**config.mk**
```make
export PLATFORM = sky130hd
export DESIGN_NAME = pipeline_id_ex
export DESIGN_NICKNAME = d
export VERILOG_FILES = /design/src/rtl/pipeline_id_ex_pkg.sv /design/src/rtl/pipeline_id_ex_regfile.sv /design/src/rtl/pipeline_id_ex.sv
export SDC_FILE = /design/constraint.sdc
export NUM_CORES = 2
export LEC_CHECK = 0
export CORE_ASPECT_RATIO = 0.5
export CORE_MARGIN = 4
export CORE_UTILIZATION = 45
export DETAILED_ROUTE_END_ITERATION = 6
export SETUP_SLACK_MARGIN = 0.05
export SKIP_LAST_GASP = 1
export SYNTH_ARGS = -nofsm -noshare
export SYNTH_HDL_FRONTEND = slang
export SYNTH_SLANG_ARGS = --single-unit
```
**constraint.sdc**
```tcl
create_clock -name clk -period 4.8 [get_ports clk]
set_input_delay 1.2 -clock clk [delete_from_list [all_inputs] [get_ports clk]]
set_output_delay 1.2 -clock clk [all_outputs]
set_load 0.02 [all_outputs]
```
**src/rtl/pipeline_id_ex_pkg.sv**
```systemverilog
// Shared encodings for the ID stage: MIPS opcode/funct values, ALU function codes,
// PC source selects and the ID/EX word layout.
package pipeline_id_ex_pkg;

    localparam int unsigned DATA_W = 32;
    localparam int unsigned NREG   = 32;
    localparam int unsigned IDEX_W = 164;

    typedef enum logic [5:0] {
        OP_RTYPE = 6'h00, OP_J     = 6'h02, OP_JAL   = 6'h03, OP_BEQ   = 6'h04,
        OP_BNE   = 6'h05, OP_ADDI  = 6'h08, OP_ADDIU = 6'h09, OP_SLTI  = 6'h0A,
        OP_SLTIU = 6'h0B, OP_ANDI  = 6'h0C, OP_ORI   = 6'h0D, OP_LUI   = 6'h0F,
        OP_LW    = 6'h23, OP_SW    = 6'h2B
    } opcode_e;

    typedef enum logic [5:0] {
        F_SLL  = 6'h00, F_SRL  = 6'h02, F_SRA  = 6'h03, F_JR   = 6'h08,
        F_JALR = 6'h09, F_ADD  = 6'h20, F_ADDU = 6'h21, F_SUB  = 6'h22,
        F_SUBU = 6'h23, F_AND  = 6'h24, F_OR   = 6'h25, F_XOR  = 6'h26,
        F_NOR  = 6'h27, F_SLT  = 6'h2A, F_SLTU = 6'h2B
    } funct_e;

    typedef enum logic [5:0] {
        ALU_ADD = 6'b000000, ALU_SUB = 6'b000001, ALU_AND = 6'b011000,
        ALU_OR  = 6'b011110, ALU_XOR = 6'b010110, ALU_NOR = 6'b010001,
        ALU_SLL = 6'b100000, ALU_SRL = 6'b100001, ALU_SRA = 6'b100011,
        ALU_SLT = 6'b110101
    } alu_fun_e;

    typedef enum logic [2:0] {
        PC_SEQ   = 3'd0,
        PC_JT    = 3'd2,
        PC_JR    = 3'd3,
        PC_ILLOP = 3'd4
    } pc_src_e;

    typedef struct packed {
        logic       signed_op;
        logic       branch_ne;
        logic       branch;
        alu_fun_e   alu_fun;
        logic       alu_src_b;
        logic       alu_src_a;
        logic [1:0] mem_to_reg;
        logic       mem_write;
        logic       mem_read;
        logic       reg_write;
    } ctrl_t;

    typedef struct packed {
        logic [31:0] pc4;
        logic [31:0] a;
        logic [31:0] b;
        logic [31:0] imm;
        logic [4:0]  shamt;
        logic [4:0]  rs;
        logic [4:0]  rt;
        logic [4:0]  wr_addr;
        ctrl_t       ctrl;
    } idex_t;

endpackage

```
**src/rtl/pipeline_id_ex_regfile.sv**
```systemverilog
// 32-entry register file: two combinational read ports with write-through, one write port,
// $0 hardwired to zero, asynchronous active-low clear.
module pipeline_regfile #(
    parameter int unsigned DATA_W = 32,
    parameter int unsigned NREG   = 32,
    parameter int unsigned AW     = $clog2(NREG)
) (
    input  logic              clk,
    input  logic              rst_ni,
    input  logic              we_i,
    input  logic [AW-1:0]     waddr_i,
    input  logic [DATA_W-1:0] wdata_i,
    input  logic [AW-1:0]     raddr_a_i,
    input  logic [AW-1:0]     raddr_b_i,
    output logic [DATA_W-1:0] rdata_a_o,
    output logic [DATA_W-1:0] rdata_b_o
);

    logic [DATA_W-1:0] regs_q [NREG];
    logic              wr_en;

    assign wr_en = we_i && (waddr_i != '0);

    always_ff @(posedge clk or negedge rst_ni) begin
        if (!rst_ni) begin
            for (int unsigned i = 0; i < NREG; i++) regs_q[i] <= '0;
        end else if (wr_en) begin
            regs_q[waddr_i] <= wdata_i;
        end
    end

    always_comb begin
        rdata_a_o = regs_q[raddr_a_i];
        if (raddr_a_i == '0)                      rdata_a_o = '0;
        else if (wr_en && waddr_i == raddr_a_i)   rdata_a_o = wdata_i;
    end

    always_comb begin
        rdata_b_o = regs_q[raddr_b_i];
        if (raddr_b_i == '0)                      rdata_b_o = '0;
        else if (wr_en && waddr_i == raddr_b_i)   rdata_b_o = wdata_i;
    end

endmodule

```
**src/rtl/pipeline_id_ex.sv**
```systemverilog
// ID stage: decode, register read, load-use hazard detection, jump resolution,
// and the ID/EX pipeline register.
module pipeline_id_ex
    import pipeline_id_ex_pkg::*;
#(
    parameter int unsigned DATA_W = pipeline_id_ex_pkg::DATA_W,
    parameter int unsigned NREG   = pipeline_id_ex_pkg::NREG,
    parameter int unsigned IDEX_W = pipeline_id_ex_pkg::IDEX_W
) (
    input  logic              clk,
    input  logic              reset,
    input  logic [63:0]       IFID,
    input  logic              WB_RegWrite,
    input  logic [4:0]        WB_WrAddr,
    input  logic [DATA_W-1:0] WB_Data,
    input  logic              Flush,
    output logic [IDEX_W-1:0] IDEX,
    output logic              Stall,
    output logic              Nop_IF,
    output logic [2:0]        PCSrc_ID,
    output logic [25:0]       JT,
    output logic [DATA_W-1:0] DatabusA
);

    logic [31:0] instr;
    logic [4:0]  rs, rt, rd;
    logic [DATA_W-1:0] rd_a, rd_b;
    idex_t   idex_q, idex_d, dec;
    logic    legal, reads_rt, jump_imm, jump_reg, hazard;
    pc_src_e pc_src;

    assign instr = IFID[31:0];
    assign rs    = instr[25:21];
    assign rt    = instr[20:16];
    assign rd    = instr[15:11];

    pipeline_regfile #(.DATA_W(DATA_W), .NREG(NREG)) u_regfile (
        .clk       (clk),
        .rst_ni    (reset),
        .we_i      (WB_RegWrite),
        .waddr_i   (WB_WrAddr),
        .wdata_i   (WB_Data),
        .raddr_a_i (rs),
        .raddr_b_i (rt),
        .rdata_a_o (rd_a),
        .rdata_b_o (rd_b)
    );

    always_comb begin
        dec         = '0;
        legal       = 1'b1;
        reads_rt    = 1'b0;
        jump_imm    = 1'b0;
        jump_reg    = 1'b0;
        dec.pc4     = IFID[63:32];
        dec.a       = rd_a;
        dec.b       = rd_b;
        dec.imm     = {{16{instr[15]}}, instr[15:0]};
        dec.shamt   = instr[10:6];
        dec.rs      = rs;
        dec.rt      = rt;
        dec.wr_addr = rt;
        case (instr[31:26])
            OP_RTYPE: begin
                dec.wr_addr        = rd;
                dec.ctrl.reg_write = 1'b1;
                reads_rt           = 1'b1;
                case (instr[5:0])
                    F_ADD:  begin dec.ctrl.alu_fun = ALU_ADD; dec.ctrl.signed_op = 1'b1; end
                    F_ADDU: dec.ctrl.alu_fun = ALU_ADD;
                    F_SUB:  begin dec.ctrl.alu_fun = ALU_SUB; dec.ctrl.signed_op = 1'b1; end
                    F_SUBU: dec.ctrl.alu_fun = ALU_SUB;
                    F_AND:  dec.ctrl.alu_fun = ALU_AND;
                    F_OR:   dec.ctrl.alu_fun = ALU_OR;
                    F_XOR:  dec.ctrl.alu_fun = ALU_XOR;
                    F_NOR:  dec.ctrl.alu_fun = ALU_NOR;
                    F_SLT:  begin dec.ctrl.alu_fun = ALU_SLT; dec.ctrl.signed_op = 1'b1; end
                    F_SLTU: dec.ctrl.alu_fun = ALU_SLT;
                    F_SLL:  begin dec.ctrl.alu_fun = ALU_SLL; dec.ctrl.alu_src_a = 1'b1; end
                    F_SRL:  begin dec.ctrl.alu_fun = ALU_SRL; dec.ctrl.alu_src_a = 1'b1; end
                    F_SRA:  begin dec.ctrl.alu_fun = ALU_SRA; dec.ctrl.alu_src_a = 1'b1; end
                    F_JR:   begin dec.ctrl.reg_write = 1'b0; jump_reg = 1'b1; reads_rt = 1'b0; end
                    F_JALR: begin dec.ctrl.mem_to_reg = 2'd2; jump_reg = 1'b1; reads_rt = 1'b0; end
                    default: legal = 1'b0;
                endcase
            end
            OP_J:   jump_imm = 1'b1;
            OP_JAL: begin
                jump_imm            = 1'b1;
                dec.wr_addr         = 5'd31;
                dec.ctrl.reg_write  = 1'b1;
                dec.ctrl.mem_to_reg = 2'd2;
            end
            OP_BEQ, OP_BNE: begin
                reads_rt           = 1'b1;
                dec.ctrl.alu_fun   = ALU_SUB;
                dec.ctrl.branch    = 1'b1;
                dec.ctrl.branch_ne = (instr[31:26] == OP_BNE);
            end
            OP_ADDI, OP_ADDIU, OP_SLTI, OP_SLTIU, OP_ANDI, OP_ORI, OP_LUI: begin
                dec.ctrl.reg_write = 1'b1;
                dec.ctrl.alu_src_b = 1'b1;
                case (instr[31:26])
                    OP_ADDI:  begin dec.ctrl.alu_fun = ALU_ADD; dec.ctrl.signed_op = 1'b1; end
                    OP_SLTI:  begin dec.ctrl.alu_fun = ALU_SLT; dec.ctrl.signed_op = 1'b1; end
                    OP_SLTIU: dec.ctrl.alu_fun = ALU_SLT;
                    OP_ANDI:  begin dec.ctrl.alu_fun = ALU_AND; dec.imm = {16'h0, instr[15:0]}; end
                    OP_ORI:   begin dec.ctrl.alu_fun = ALU_OR;  dec.imm = {16'h0, instr[15:0]}; end
                    OP_LUI:   begin dec.ctrl.alu_fun = ALU_ADD; dec.imm = {instr[15:0], 16'h0}; end
                    default:  dec.ctrl.alu_fun = ALU_ADD;
                endcase
            end
            OP_LW: begin
                dec.ctrl.reg_write  = 1'b1;
                dec.ctrl.mem_read   = 1'b1;
                dec.ctrl.mem_to_reg = 2'd1;
                dec.ctrl.alu_src_b  = 1'b1;
            end
            OP_SW: begin
                reads_rt           = 1'b1;
                dec.ctrl.mem_write = 1'b1;
                dec.ctrl.alu_src_b = 1'b1;
            end
            default: legal = 1'b0;
        endcase
    end

    // Flush outranks the hazard, which in turn defers any jump/illegal redirect.
    always_comb begin
        hazard = idex_q.ctrl.mem_read && (idex_q.wr_addr != '0) &&
                 ((idex_q.wr_addr == rs) || (reads_rt && idex_q.wr_addr == rt));
        Stall  = hazard && !Flush;
        Nop_IF = 1'b0;
        pc_src = PC_SEQ;
        if (!Flush && !hazard) begin
            if (!legal) begin
                pc_src = PC_ILLOP;
                Nop_IF = 1'b1;
            end else if (jump_imm) begin
                pc_src = PC_JT;
                Nop_IF = 1'b1;
            end else if (jump_reg) begin
                pc_src = PC_JR;
                Nop_IF = 1'b1;
            end
        end
        idex_d = (Flush || hazard || !legal) ? '0 : dec;
    end

    always_ff @(posedge clk or negedge reset) begin
        if (!reset) idex_q <= '0;
        else        idex_q <= idex_d;
    end

    assign IDEX     = idex_q;
    assign PCSrc_ID = pc_src;
    assign JT       = instr[25:0];
    assign DatabusA = rd_a;

endmodule
```
# ---- After elaboration in Yosys (flattened, before gate mapping)
# Cells that the tools add are included.
dict set report totals {
  reg_bits 1188
  ram_bits 0
  input_bits 105
  n_memories 0
  mem_bits_ro 0
  out_inout_bits 227
  latch_bits 0
  word_cells 173
}
dict set report op_classes {
  bitwise 3
  mux 48
  order_cmp 4
  n_shift 0
  n_reduce_logical 37
  n_div 0
  n_eq_ne 31
  n_addsub 0
  n_mul 0
}
# op count
set ops {}
lappend ops {{1024-bit bitwise mux} 1}
lappend ops {{32-bit binary-select mux with 5-bit select} 2}
lappend ops {{32-bit two-way mux} 10}
lappend ops {{164-bit two-way mux} 1}
lappend ops {{32-bit demux with 5-bit select} 1}
lappend ops {{6-bit == test (second input constant)} 12}
lappend ops {{32-bit one-hot mux with 2 select lines} 1}
lappend ops {{6-bit by 4-bit == test with 1-bit output (second input constant)} 9}
lappend ops {{6-bit one-hot mux with 9 select lines} 1}
lappend ops {{6-bit one-hot mux with 3 select lines} 2}
lappend ops {{6-bit by 2-bit == test with 1-bit output (second input constant)} 4}
lappend ops {{5-bit == test} 4}
lappend ops {{6-bit greater-or-equal comparator (second input constant)} 3}
lappend ops {{5-bit NOT with 6-bit output} 3}
lappend ops {{9-bit OR reduction} 2}
lappend ops {{1-bit two-way mux} 17}
lappend ops {{2-bit OR reduction} 8}
lappend ops {{15-bit OR reduction} 1}
lappend ops {{13-bit OR reduction} 1}
lappend ops {{6-bit by 3-bit == test with 1-bit output (second input constant)} 2}
lappend ops {{6-bit zero test} 2}
lappend ops {{5-bit zero test} 2}
lappend ops {{5-bit one-hot mux with 2 select lines} 1}
lappend ops {{5-bit nonzero test} 2}
lappend ops {{10 further kinds} 31}

# ---- Longest topological paths before layout
dict set report depth {
  ltp_word 10
  ltp_mapped 11
  ltp_nobuf 6
}

# ---- By module
# Synthesis repeated with hierarchy kept, for this count alone.
dict set report unflattened {
  hier_cells 4458
  area_unflattened_um2 61778.0
}
# module instances seq_area_each_um2 cells_per_inst area_each_um2
set by_module_without_submodules {}
lappend by_module_without_submodules {pipeline_regfile 1 25624.6 3916 55361.8}
lappend by_module_without_submodules {pipeline_id_ex 1 4103.9 542 6416.2}

# ---- Worst setup path after synthesis
# Ideal clock, no wire load.
dict set report synth_path {
  kind {input-to-output}
  start {in IFID[29]}
  end {out PCSrc_ID[1]}
  setup_slack_ns 0.575
  t_arrival_ns 3.025
  cell_stages 8
  required_ns 3.600
  n_path_buf 2
  cell_sequence {buf_2 -> or4b_2 -> o21ai_0 -> a22oi_1 -> or2_2 -> o21ai_1 -> buf_2 -> nor2_1}
}
dict set report synth_between {
  elab_chain_len 9
  word_cells_on_any_way 30
  cone_classes {eq/ne (13); mux (8); reduce/logical (9)}
}
# element line
set synth_lines {}
lappend synth_lines {{start: declaration} pipeline_id_ex.sv:12} ;# input logic [63:0] IFID,
lappend synth_lines {{6-bit by 3-bit == test with 1-bit output / 6-bit == test (equally long branches)} pipeline_id_ex.sv:63} ;# case (instr[31:26])
lappend synth_lines {{3-bit OR reduction (no line)} --}
lappend synth_lines {{1-bit one-hot mux with 2 select lines} pipeline_id_ex.sv:63}
lappend synth_lines {{1-bit logical AND} pipeline_id_ex.sv:131} ;# ((idex_q.wr_addr == rs) || (reads_rt && idex_q.wr_addr == rt));
lappend synth_lines {{1-bit logical OR} pipeline_id_ex.sv:131}
lappend synth_lines {{1-bit logical AND} pipeline_id_ex.sv:130} ;# hazard = idex_q.ctrl.mem_read && (idex_q.wr_addr != '0) &&
lappend synth_lines {{1-bit zero test} pipeline_id_ex.sv:135} ;# if (!Flush && !hazard) begin
lappend synth_lines {{1-bit logical AND} pipeline_id_ex.sv:135}
lappend synth_lines {{3-bit two-way mux *} pipeline_id_ex.sv:135}
lappend synth_lines {{end: declaration} pipeline_id_ex.sv:20} ;# output logic [2:0] PCSrc_ID,
# Every way passes the cells marked *; elsewhere a longest branch is shown, timed or not.

# ---- Final worst setup path
dict set report layout_path {
  start {in WB_WrAddr[3]}
  end {out DatabusA[11]}
}
dict set report layout_between {
  elab_chain_len 5
  word_cells_on_any_way 6
  cone_classes {eq/ne (1); mux (2); reduce/logical (3)}
}
# element line
set layout_lines {}
lappend layout_lines {{start: declaration} pipeline_id_ex.sv:14} ;# input logic [4:0] WB_WrAddr,
lappend layout_lines {{5-bit nonzero test} pipeline_id_ex_regfile.sv:22} ;# assign wr_en = we_i && (waddr_i != '0);
lappend layout_lines {{1-bit logical AND} pipeline_id_ex_regfile.sv:22}
lappend layout_lines {{1-bit logical AND *} pipeline_id_ex_regfile.sv:35} ;# else if (wr_en && waddr_i == raddr_a_i) rdata_a_o = wdata_i;
lappend layout_lines {{32-bit two-way mux *} pipeline_id_ex_regfile.sv:35}
lappend layout_lines {{32-bit two-way mux *} pipeline_id_ex_regfile.sv:34} ;# if (raddr_a_i == '0) rdata_a_o = '0;
lappend layout_lines {{end: declaration} pipeline_id_ex.sv:22} ;# output logic [DATA_W-1:0] DatabusA
# Marked as above.

==> flow_summary.yaml <==
clocking:
  numCtsBuffers: 113
  cts_hold_buf: 0
  cts_buffer_depth: 3
  htreeDepth: 3
  cts.sinks: 1188
  post_cts_buffers: 0
  clk_pin_slew_ns: 0.06
  tritoncts: "done"
  cts_root_buf: "clkbuf_16"
  clkLatencyLatePin_ns: 0.75
power_and_ir_drop:
  p_total_w: 0.02864
  clockPowerShare_pct: 34.0
  p_int_w: 0.02067
  p_switching_w: 0.007971
  power_frac_seq_pct: 45.2
  p_sw_share_pct: 27.83
  leakage_nw: 32.28
  powerDensity_mw_per_mm2: 392.7
  vdd_drop_max_v: 0.0003110
  combPwrFrac_pct: 20.8
worst_setup_path:
  reg2reg_from: "IDEX[17]"
  max_stage_delay_ns: 0.65
  critical_path_class: "input pin to output port"
  path_buf_inv: 4
  worstPathMaxFanout: 15
  regToRegEndpoint: "IDEX[50]"
  cp_top_family: "buffers and inverters"
  crit_top_cell: "clkdlybuf4s50_1"
  required_ns: 3.60
  rrSetupSlack_ns: 1.65
  critPathSlowestCell: "clkdlybuf4s50_1"
  cp_cell_sequence: "clkdlybuf4s50_1 > xnor2_1 > nand3_1 > buf_4 > nor3_4 > buf_12 > a311oi_2 > a21oi_1 > clkdlybuf4s50_1"
  ff2ff_path_depth: 8
  crit_path_end_kind: "output port"
  cp-start-kind: "input pin"
  arrival_ns: 3.63
hold_path:
  min_path_cells: 0
  hold_class: "flip-flop to flip-flop"
  hold_end: "u_regfile.regs_q[1008]"
  hold_path_startpoint: "u_regfile.regs_q[1008]"
logic_synthesis:
  synth-main-ff-cell: "dfrtp_1"
  synthArstFlopShare_pct: 100.0
  synth.yosys.seq_area_share_pct: 48.46
  synth_area_per_cell_um2: 13.52
  syn_nets: 4643
  yosys_warnings: 0
  synth_edf_count: 0
  synth_area_mm2: 0.06135
  yosysUniqueCellTypes: 58
  syn_inst: 4538
  synth_seq_cells: 1188
timing:
  max_slew_margin_pct: 1.113
  holdWs_ns: 0.3965
  hold_viol: 0
  finalCritPeriodShare_pct: 100.7
  finalSetupViolations: 1
  setup_slack_ns: -0.03413
  finClkSkew_ns: 0.04012
  worstMarginPinSlew_ns: 1.446
  rsz0062_at_grt: "yes"
  period_minus_slack_ns: 4.834
  max_freq_mhz: 206.9
  drv_slew: 0
placed_design:
  dp.cells: 6531
  hpwl_um: 135800
  io_buffer_count: 331
  pre_cts_ws_ns: -0.3852
  place_congestion: 0.8733
grt:
  grt_pass1_vias: 44238
  grt.overflow.total: 0
  track_usage_pct: 30.14
  grt_max_degree: 148
  grt_first_pass_wirelength_um: 313900
  antenna_found_initial: 7
die:
  row_count: 95
  die_y_um: 269.1
  core_area_mm2: 0.1348
  fp.dieW_um: 530.2
  ios: 332
  dieArea_mm2: 0.1427
  initial_utilization_pct: 45.51
layout:
  post-route-util_pct: 54.10
  final_cell_mix: "dfrtp_1 (1188), mux2_2 (987), mux4_2 (383), mux2i_1 (344), buf_4 (301)"
  final_common_cell: "dfrtp_1"
  fin_nets: 4958
  areaGrowthSynthToFinish_pct: 18.87
  fill_cells: 11074
  final_cells: 6741
  drive_above_1_share_pct: 41.31
drt:
  drt-wirelength-per-cell_um: 32.13
  via_count: 43304
  first_pass_iters: 5
  wl_um: 216600
  drtIter0Drc: 4508
  postRouteAntennaNets: 0
  vias_per_cell: 6.424
  drc: 0
outcome:
  violations: "capacitance limit, setup timing"
  outcome: "finished, violations left"
job:
  drv_cap: 1
[cell usage after synthesis (all sizes together) (3+ instances only)]
| cell | instances | area share (%) |
|---|---|---|
| a311oi | 17 | 0.24 |
| mux2 | 992 | 18 |
| nor4 | 17 | 0.17 |
| nor2 | 91 | 0.56 |
| inv | 9 | 0.055 |
| nand3 | 17 | 0.16 |
| a21oi | 217 | 1.8 |
| a2111oi | 31 | 0.44 |
| and3 | 90 | 0.92 |
| nand2b | 12 | 0.13 |
| a31oi | 6 | 0.061 |
| nor3 | 52 | 0.44 |
| nand2 | 276 | 1.7 |
| o22ai | 7 | 0.071 |
| clkbuf | 315 | 1.9 |
| mux4 | 383 | 14 |
| a22oi | 126 | 1.5 |
| or2 | 3 | 0.031 |
| mux2i | 345 | 5.6 |
| buf | 199 | 1.7 |
| xor2 | 8 | 0.11 |
| and2 | 35 | 0.36 |
| or4 | 4 | 0.049 |
| o21ai | 30 | 0.24 |
| a22o | 13 | 0.19 |
| xnor2 | 12 | 0.17 |
| or3 | 9 | 0.092 |
| dfrtp | 1188 | 48 |
| nor2b | 8 | 0.082 |
| nand4b | 3 | 0.043 |
[flip-flops by register name, indices dropped and copies added (netlist names)]
signal            count
u_regfile.regs_q   1024
IDEX                164
[layer usage]
layer	GRT usage (%)	part of all wire (%)
met1	43.53	43
met2	45.27	44
met5	0	0.0060
met3	7.014	9.7
met4	9.836	3.5
[kinds of logic after synthesis]
kind of cell / count (synthesis) / synth area share, %
xor gates and xnor gates: 20 / 0.2855
buffers and inverters: 525 / 3.745
and+or+nand+nor: 621 / 4.773
muxes: 1720 / 37.90
DFF: 1188 / 48.46
AOI/OAI and AO/OA: 464 / 4.838
[worst max path at each step]
stage                      start            to  slack (ns)  cells after the start
floorplan               IFID[29]   PCSrc_ID[1]        0.58                      8
global placement    WB_WrAddr[3]  DatabusA[10]       -0.38                      9
detailed placement  WB_WrAddr[3]  DatabusA[10]       -0.39                      9
CTS                 WB_WrAddr[3]  DatabusA[10]       -0.16                      9
global route        WB_WrAddr[3]  DatabusA[11]       -0.13                      9
finish              WB_WrAddr[3]  DatabusA[11]       -0.03                      9
[stage by stage]
step	area (µm²)	setup TNS, ns
global route	72920	-0.1286
finish	72920	-0.03413
detailed placement	68750	-7.153
floorplan	61350	0
CTS	72860	-0.4899
global placement	68750	-7.252
[power by group through the flow]
stage                     clock network, W  registers [W]  logic, W
after floorplan                          0         0.0127   0.00407
after global placement                   0         0.0129   0.00578
after detailed placement                 0         0.0131   0.00592
after CTS                          0.00987         0.0129   0.00594
after global routing                0.0103         0.0131   0.00637
final                              0.00975         0.0129   0.00595
[final cells by class]
| class | count | area [µm²] | share of cell area (%) |
|---|---|---|---|
| Tap cell | 1794 | 2245 | 3.078 |
| Sequential cell | 1188 | 29730 | 40.77 |
| Clock buffer | 156 | 3252 | 4.459 |
| Timing Repair Buffer | 714 | 7203 | 9.878 |
| Multi-Input combinational cell | 2825 | 29720 | 40.76 |
| Inverter | 11 | 45.04 | 0.06177 |
| Antenna cell | 2 | 5.005 | 0.006863 |
| Clock inverter | 51 | 718.2 | 0.9849 |
[what timing repair did]
item | in CTS | in global routing
pin swaps | 0 | 0
endpoints found under the setup margin | 37 | 17
gates resized for setup | 61 | 25
cloned | 1 | 0
(Power assumes the default switching activity.)
